===== src/rtl/sarray_skew_buffer.sv =====
// Input-skew / output-deskew buffer for the systolic array edges: lane i leaves after its own delay.
// Optional macro SARRAY_SKEW_SIDEBAND_EN stores the sideband per stage; otherwise out_side_o is tied to 0.
module sarray_skew_buffer #(
    parameter int LANES      = 4,
    parameter int LANE_WIDTH = 32,
    parameter int SIDE_WIDTH = 8,
    parameter int BASE_DELAY = 1,
    parameter int DELAY_STEP = 1
) (
    input  logic                          clk,
    input  logic                          rst,
    input  logic                          mode_i,
    input  logic                          hold_i,
    input  logic                          flush_i,
    input  logic                          in_valid_i,
    input  logic                          in_last_i,
    input  logic [SIDE_WIDTH-1:0]         in_side_i,
    input  logic [LANES*LANE_WIDTH-1:0]   in_data_i,
    output logic                          in_ready_o,
    output logic [LANES-1:0]              out_valid_o,
    output logic [LANES*SIDE_WIDTH-1:0]   out_side_o,
    output logic [LANES*LANE_WIDTH-1:0]   out_data_o,
    output logic                          busy_o,
    output logic                          done_o
);
    localparam int D_MAX = BASE_DELAY + (LANES-1)*DELAY_STEP;
    localparam int IDX_W = (D_MAX > 1) ? $clog2(D_MAX) : 1;

    logic                  mode_r;
    logic                  accept;
    logic [D_MAX-1:0]      vld_p  [LANES];
    logic [D_MAX-1:0]      lst_p  [LANES];
    logic [LANE_WIDTH-1:0] data_p [LANES][D_MAX];
    logic [IDX_W-1:0]      tap_sel [LANES];
    logic                  long_vld;
    logic                  long_lst;

    function automatic logic [IDX_W-1:0] tap_of(input int lane, input logic deskew);
        int pos;
        pos = deskew ? (LANES-1-lane) : lane;
        return IDX_W'(BASE_DELAY + pos*DELAY_STEP - 1);
    endfunction

    assign in_ready_o = ~hold_i & ~flush_i;
    assign accept     = in_valid_i & in_ready_o;

    always_comb begin
        for (int l = 0; l < LANES; l++) begin
            tap_sel[l] = tap_of(l, mode_r);
        end
    end

    // Stage shift: flush beats hold, hold beats shift/accept
    always_ff @(posedge clk) begin
        if (rst) begin
            mode_r <= 1'b0;
            for (int l = 0; l < LANES; l++) begin
                vld_p[l] <= '0;
                lst_p[l] <= '0;
                for (int k = 0; k < D_MAX; k++) begin
                    data_p[l][k] <= '0;
                end
            end
        end else begin
            if (flush_i) begin
                for (int l = 0; l < LANES; l++) begin
                    vld_p[l] <= '0;
                    lst_p[l] <= '0;
                end
            end else if (!hold_i) begin
                for (int l = 0; l < LANES; l++) begin
                    vld_p[l][0]  <= accept;
                    lst_p[l][0]  <= accept & in_last_i;
                    data_p[l][0] <= in_data_i[l*LANE_WIDTH +: LANE_WIDTH];
                    for (int k = 1; k < D_MAX; k++) begin
                        vld_p[l][k]  <= vld_p[l][k-1];
                        lst_p[l][k]  <= lst_p[l][k-1];
                        data_p[l][k] <= data_p[l][k-1];
                    end
                end
            end
            // Mode may only change with nothing in flight and nothing entering
            if (!busy_o && !accept) begin
                mode_r <= mode_i;
            end
        end
    end

`ifdef SARRAY_SKEW_SIDEBAND_EN
    logic [SIDE_WIDTH-1:0] side_p [LANES][D_MAX];

    always_ff @(posedge clk) begin
        if (rst) begin
            for (int l = 0; l < LANES; l++) begin
                for (int k = 0; k < D_MAX; k++) begin
                    side_p[l][k] <= '0;
                end
            end
        end else if (!flush_i && !hold_i) begin
            for (int l = 0; l < LANES; l++) begin
                side_p[l][0] <= in_side_i;
                for (int k = 1; k < D_MAX; k++) begin
                    side_p[l][k] <= side_p[l][k-1];
                end
            end
        end
    end

    always_comb begin
        out_side_o = '0;
        for (int l = 0; l < LANES; l++) begin
            out_side_o[l*SIDE_WIDTH +: SIDE_WIDTH] = side_p[l][tap_sel[l]];
        end
    end
`else
    logic side_unused;
    assign side_unused = ^in_side_i;
    assign out_side_o  = '0;
`endif

    always_comb begin
        out_valid_o = '0;
        out_data_o  = '0;
        busy_o      = 1'b0;
        for (int l = 0; l < LANES; l++) begin
            out_valid_o[l] = vld_p[l][tap_sel[l]];
            out_data_o[l*LANE_WIDTH +: LANE_WIDTH] = data_p[l][tap_sel[l]];
            for (int k = 0; k < D_MAX; k++) begin
                if (k <= int'(tap_sel[l])) begin
                    busy_o = busy_o | vld_p[l][k];
                end
            end
        end
    end

    // Only the longest lane's last beat marks the end of a tile
    always_comb begin
        long_vld = 1'b0;
        long_lst = 1'b0;
        if (mode_r) begin
            long_vld = vld_p[0][tap_sel[0]];
            long_lst = lst_p[0][tap_sel[0]];
        end else begin
            long_vld = vld_p[LANES-1][tap_sel[LANES-1]];
            long_lst = lst_p[LANES-1][tap_sel[LANES-1]];
        end
    end

    assign done_o = ~hold_i & long_vld & long_lst;

endmodule


===== config.mk =====
export PLATFORM = sky130hd
export DESIGN_NAME = sarray_skew_buffer
export DESIGN_NICKNAME = d
export VERILOG_FILES = /design/src/rtl/sarray_skew_buffer.sv
export SDC_FILE = /design/constraint.sdc
export NUM_CORES = 1
export LEC_CHECK = 0
export ABC_AREA = 1
export ABC_CLOCK_PERIOD_IN_PS = 22300
export CAP_MARGIN = 0
export CELL_PAD_IN_SITES_DETAIL_PLACEMENT = 1
export CELL_PAD_IN_SITES_GLOBAL_PLACEMENT = 1
export CORE_ASPECT_RATIO = 0.6
export CORE_UTILIZATION = 32
export DETAILED_ROUTE_END_ITERATION = 10
export GPL_TIMING_DRIVEN = 0
export PLACE_DENSITY = 0.69
export SLEW_MARGIN = 0
export SYNTH_ARGS = -nofsm -noshare
export SYNTH_HDL_FRONTEND = slang
export SYNTH_SLANG_ARGS = --single-unit

===== constraint.sdc =====
create_clock -name clk -period 22.3 [get_ports clk]
set_clock_uncertainty 0.15 [all_clocks]
set_input_delay 3.345 -clock clk [delete_from_list [all_inputs] [get_ports clk]]
set_output_delay 3.345 -clock clk [all_outputs]
set_load 0.02 [all_outputs]

---- Word level (Yosys, flattened, before mapping) ----
Memories as Yosys holds them, arrays and structs flattened.
Index checks and enable logic that the tools add are counted.
cells by class
  bitwise logic cells ..................... 82
  multiply operators ...................... 0
  shifts and indexed selects .............. 0
  order comparisons ....................... 20
  add/subtract/negate cells ............... 8
  equal/unequal tests ..................... 0
  reductions and logical operators ........ 3
  multiplexer cells ....................... 107
  div/mod/pow operators ................... 0
operators by type and width
  operator               number
  $mux W32               24
  $bmux W32 S2           4
  $or A1 B1 Y1           71
  $mux W1                61
  $mux W4                8
  $le A2 B2 Y1 const A   8
  $bmux W1 S2            6
  $ge A3 B3 Y1 const B   4
  $lt A2 B3 Y1 const B   4
  $not A2 Y3             4
  $add A1 B2 Y2 const A  4
  $le A1 B2 Y1 const A   4
  $mux W2                4
  $sub A2 B1 Y2 const B  4
  $and A1 B1 Y1          5
  $logic_not A1 Y1       2
  $not A1 Y1             2
  $logic_and A1 B1 Y1    1
word-level totals
  word-level logic and storage cells ...... 224
  register bits ........................... 1
  memory bits (read-only) ................. 0
  output and inout port bits .............. 167
  latch bits .............................. 0
  bits of input ports ..................... 143
  RAM bits ................................ 544
  memories kept ........................... 3
memory list
  name    depth  width  rd ports  clocked after Yosys merged registers in  wr ports  line  text
  data_p  4      128    4         0                                        4         33    logic [LANE_WIDTH-1:0] data_p [LANES][D_MAX];
  lst_p   4      4      4         0                                        4         32    logic [D_MAX-1:0] lst_p [LANES];
  vld_p   4      4      4         0                                        4         31    logic [D_MAX-1:0] vld_p [LANES];

---- Depth between registers and ports, before layout ----
  depth in word-level cells ............... 32
  depth in mapped cells ................... 8
  gate-level depth less buffers ........... 7

---- Worst setup path before layout ----
OpenSTA, ideal clock, no wires.
  path type ............................... input to register
  from .................................... input port hold_i
  to ...................................... memory lst_p[3][0] (netlist bit) (enable)
  stages on the path ...................... 4
  arrival time ............................ 14.532 ns
  setup time .............................. 0.336 ns
  slack ................................... 7.282 ns
  required time ........................... 21.814 ns
  path through ............................ nor2_4 > inv_1 > nand2_1 > or2_2
RTL lines
  element      line  text
  from (decl)  13    input logic hold_i,
  to (decl)    32

---- Final worst setup path ----
  from .................................... input port hold_i
  to ...................................... output port done_o
between the ends
  longest elaborated chain between the ends .. 3
ends and longest elaborated chain
  element                     line  text
  $not A1 Y1                  149   assign done_o = ~hold_i & long_vld & long_lst;
  $and A1 B1 Y1 (2 in a row)  149
  to (decl)                   24    output logic done_o
Every way passes these cells.

==> impl_metrics.py <==
metrics = {
    "worst_setup_path": {
        "worstRegToRegCells": 7,
        "critical_path_class": "primary input to output pin",
        "crit_required_ps": 18810,
        "cp_max_fo": 2,
        "r2r_start": "mode_r",
        "rr_endpoint": "mode_r",
        "reg2reg_setup_slack_ps": 20760,
        "slowest_delay_ps": 760,
        "start_kind": "primary input",
        "cpLargestDelayFamily": "buffers and inverters",
        "crit_slowest_cell": "clkdlybuf4s50_1",
        "cp_cell_sequence": "clkdlybuf4s50_1 > a221oi_2 > clkdlybuf4s50_1",
        "path_buf_inv": 2,
        "end_kind": "output pin",
        "crit_top_cell": "clkdlybuf4s50_1",
        "arrival_ps": 4780,
    },
    "routing": {
        "vias": 12800,
        "routedWlPerCell_um": 16.1,
        "ant_nets": 0,
        "vias_per_cell": 4.21,
        "drc": 0,
        "wirelength_um": 49100,
        "drtIter0Drc": 825,
        "first_pass_iters": 5,
    },
    "clock_network": {
        "cts_buffers": 48,
        "cts_tree": "done",
        "clockBufferDepth": 3,
        "root_buffer": "clkbuf_16",
        "clk_pin_slew_ps": 60,
        "numClockSinks": 469,
        "post-cts-setup-buffers": 0,
        "cts_resized": 0,
        "clk_latency_ps": 580,
        "htree_levels": 2,
        "cts_hold_buf": 0,
    },
    "synthesis": {
        "synth_mux_area_frac": 0,
        "syn_avg_cell_area_sq_um": 10.7,
        "synth.distinct_cells": 19,
        "syn_inst": 1842,
        "synth_simple_gate_area_share": 0.121,
        "synth-compound-area-share": 0.0348,
        "ys_seq_area_frac": 0.716,
        "synth_area_sq_um": 19600,
        "synthXorXnorAreaFrac": 0,
        "synth.ff_latch_count": 469,
        "synth_top_family_by_area": "buffers and inverters",
        "synth_fa_ha_area_frac": 0,
        "yosys_warnings": 0,
    },
    "floorplan": {
        "design.core.area_sq_um": 59900,
        "die_h_um": 194,
        "num_rows": 69,
        "dieWidth_um": 322,
        "floorplan.die_area_sq_um": 62400,
        "start_util": 0.328,
        "io_pins": 310,
    },
    "timing": {
        "drv_slew": 0,
        "worst_slew_pin_slew_ps": 717,
        "setup_viol": 0,
        "fmax_ghz": 0.121,
        "hold-worst-slack_ps": 385,
        "min_period_ps": 8280,
        "hold_viol": 0,
        "period_share": 0.371,
        "setup_ws_ps": 14020,
        "max_slew_margin": 0.522,
        "grt_setup_unrepaired": "no",
        "tns_ps": 0,
    },
    "flow_run": {
        "cap_violations": 0,
    },
    "global_routing": {
        "grt_antenna_before_repair": 5,
        "grt.total_usage": 0.159,
        "grt_overflow_total": 0,
        "grt_max_degree": 74,
        "grt_pass1_vias": 13700,
        "grt_pass1_wl_um": 76400,
    },
    "place": {
        "portBuffers": 269,
        "place_congestion": 0.749,
        "dp_cells": 2965,
        "placement.cell_area_sq_um": 23700,
        "pre_cts_slack_ps": 13970,
        "post-dp-hpwl_um": 34300,
    },
    "power": {
        "power_mw": 2.09,
        "power_density_nw_per_um2": 83.0,
        "power_leakage_nw": 10.4,
        "vdd_ir_drop_max_v": 0.0000485,
    },
    "min_path": {
        "min_to": "vld_p[2][0]",
        "min_path_cells": 2,
        "hp-class": "register to register",
        "min_from": "vld_p[2][0]",
    },
    "cells_and_area": {
        "fin_nets": 2342,
        "regArea_sq_um": 14100,
        "layout.cells.non_filler": 3048,
        "utilization": 0.419,
        "multi_input_area_sq_um": 3180,
        "drive_gt1_frac": 0.0758,
        "fillers": 6632,
        "design_area_sq_um": 25100,
        "areaGrowthSynthToFinish_pct": 27.9,
    },
    "run_status": {
        "outcome": "completed",
    },
}
==> kinds of logic after synthesis <==
| kind of cell | count (synthesis) |
|---|---|
| flip-flops | 469 |
| AND/OR/NAND/NOR | 624 |
| buffers and inverters | 614 |
| AO/OA/AOI/OAI | 134 |
| other | 1 |
==> worst max-delay path by stage <==
stage / startpoint / to / slack [ps] / depth (start not counted)
after floorplan: hold_i / lst_p[3][0] / 7280 / 4
after global placement: hold_i / vld_p[2][1] / 2180 / 5
after detailed placement: hold_i / done_o / 13970 / 3
after CTS: hold_i / done_o / 13960 / 3
after global routing: hold_i / done_o / 13910 / 3
final: hold_i / done_o / 14020 / 3
==> synthesized netlist by cell type <==
master	instances	share of area
inv_1	500	0.096
nor2_1	473	0.090
edfxtp_1	467	0.71
nand2_1	141	0.027
o21ai_0	132	0.034
buf_2	61	0.016
buf_4	35	0.013
clkbuf_1	15	0.0029
nand3_1	4	0.0010
buf_6	2	0.0011
dfxtp_1	2	0.0020
nand2_2	2	0.00064
or2_2	2	0.00064
a221oi_2	1	0.00076
a22oi_1	1	0.00038
buf_1	1	0.00019
conb_1	1	0.00019
nand4_1	1	0.00032
nor2_4	1	0.00057
==> tightest hold or removal path, stage by stage, from the launching register on <==
cell     delay [ps]
dfxtp_1         320
nand3_1          80
a22oi_1          70
==> metal layers <==
metal / vias to the layer above / share of wire / GRT usage / wire, um
met5: - / 0.00055 / 0 / 27
met4: 4 / 0.014 / 0.0332 / 705
met3: 62 / 0.054 / 0.0381 / 2630
met2: 214 / 0.47 / 0.260 / 23000
li1: 6277 / - / - / -
met1: 6272 / 0.46 / 0.215 / 22700
==> state kept, by name (all words and copies together), names as in the netlist <==
| signal | cells |
|---|---|
| lst_p | 7 |
| vld_p | 13 |
| data_p | 448 |
| mode_r | 1 |
==> layout make-up <==
class | instances | share of cell area
clock buffer | 61 | 0.0506
sequential | 469 | 0.560
inverter | 500 | 0.0747
buffer | 114 | 0.0259
antenna | 1 | 0.0000996
timing repair buffer | 276 | 0.115
clock inverter | 21 | 0.00668
tap | 816 | 0.0406
multi-input combinational | 790 | 0.127
==> power by group <==
group | internal (mW) | total [mW] | switching [mW] | leakage, nW
Sequential | 1.03 | 1.04 | 0.0159 | 4.97
Combinational | 0.104 | 0.267 | 0.163 | 4.78
Clock | 0.434 | 0.773 | 0.338 | 0.701
==> placed cells by master, fill, tap and decap left out, drive strengths merged <==
cell type | Yosys | routed
nor2 | 474 | 474
nand3 | 4 | 4
edfxtp | 467 | 467
clkinv | 0 | 17
or2 | 2 | 2
nand4 | 1 | 1
buf | 99 | 106
clkbuf | 15 | 76
bufinv | 0 | 3
dfxtp | 2 | 2
inv | 500 | 501
a22oi | 1 | 1
conb | 1 | 32
o21ai | 132 | 132
diode | 0 | 1
clkdlybuf4s50 | 0 | 269
a221oi | 1 | 1
nand2 | 143 | 143
Power figures use the tool's default switching activity.
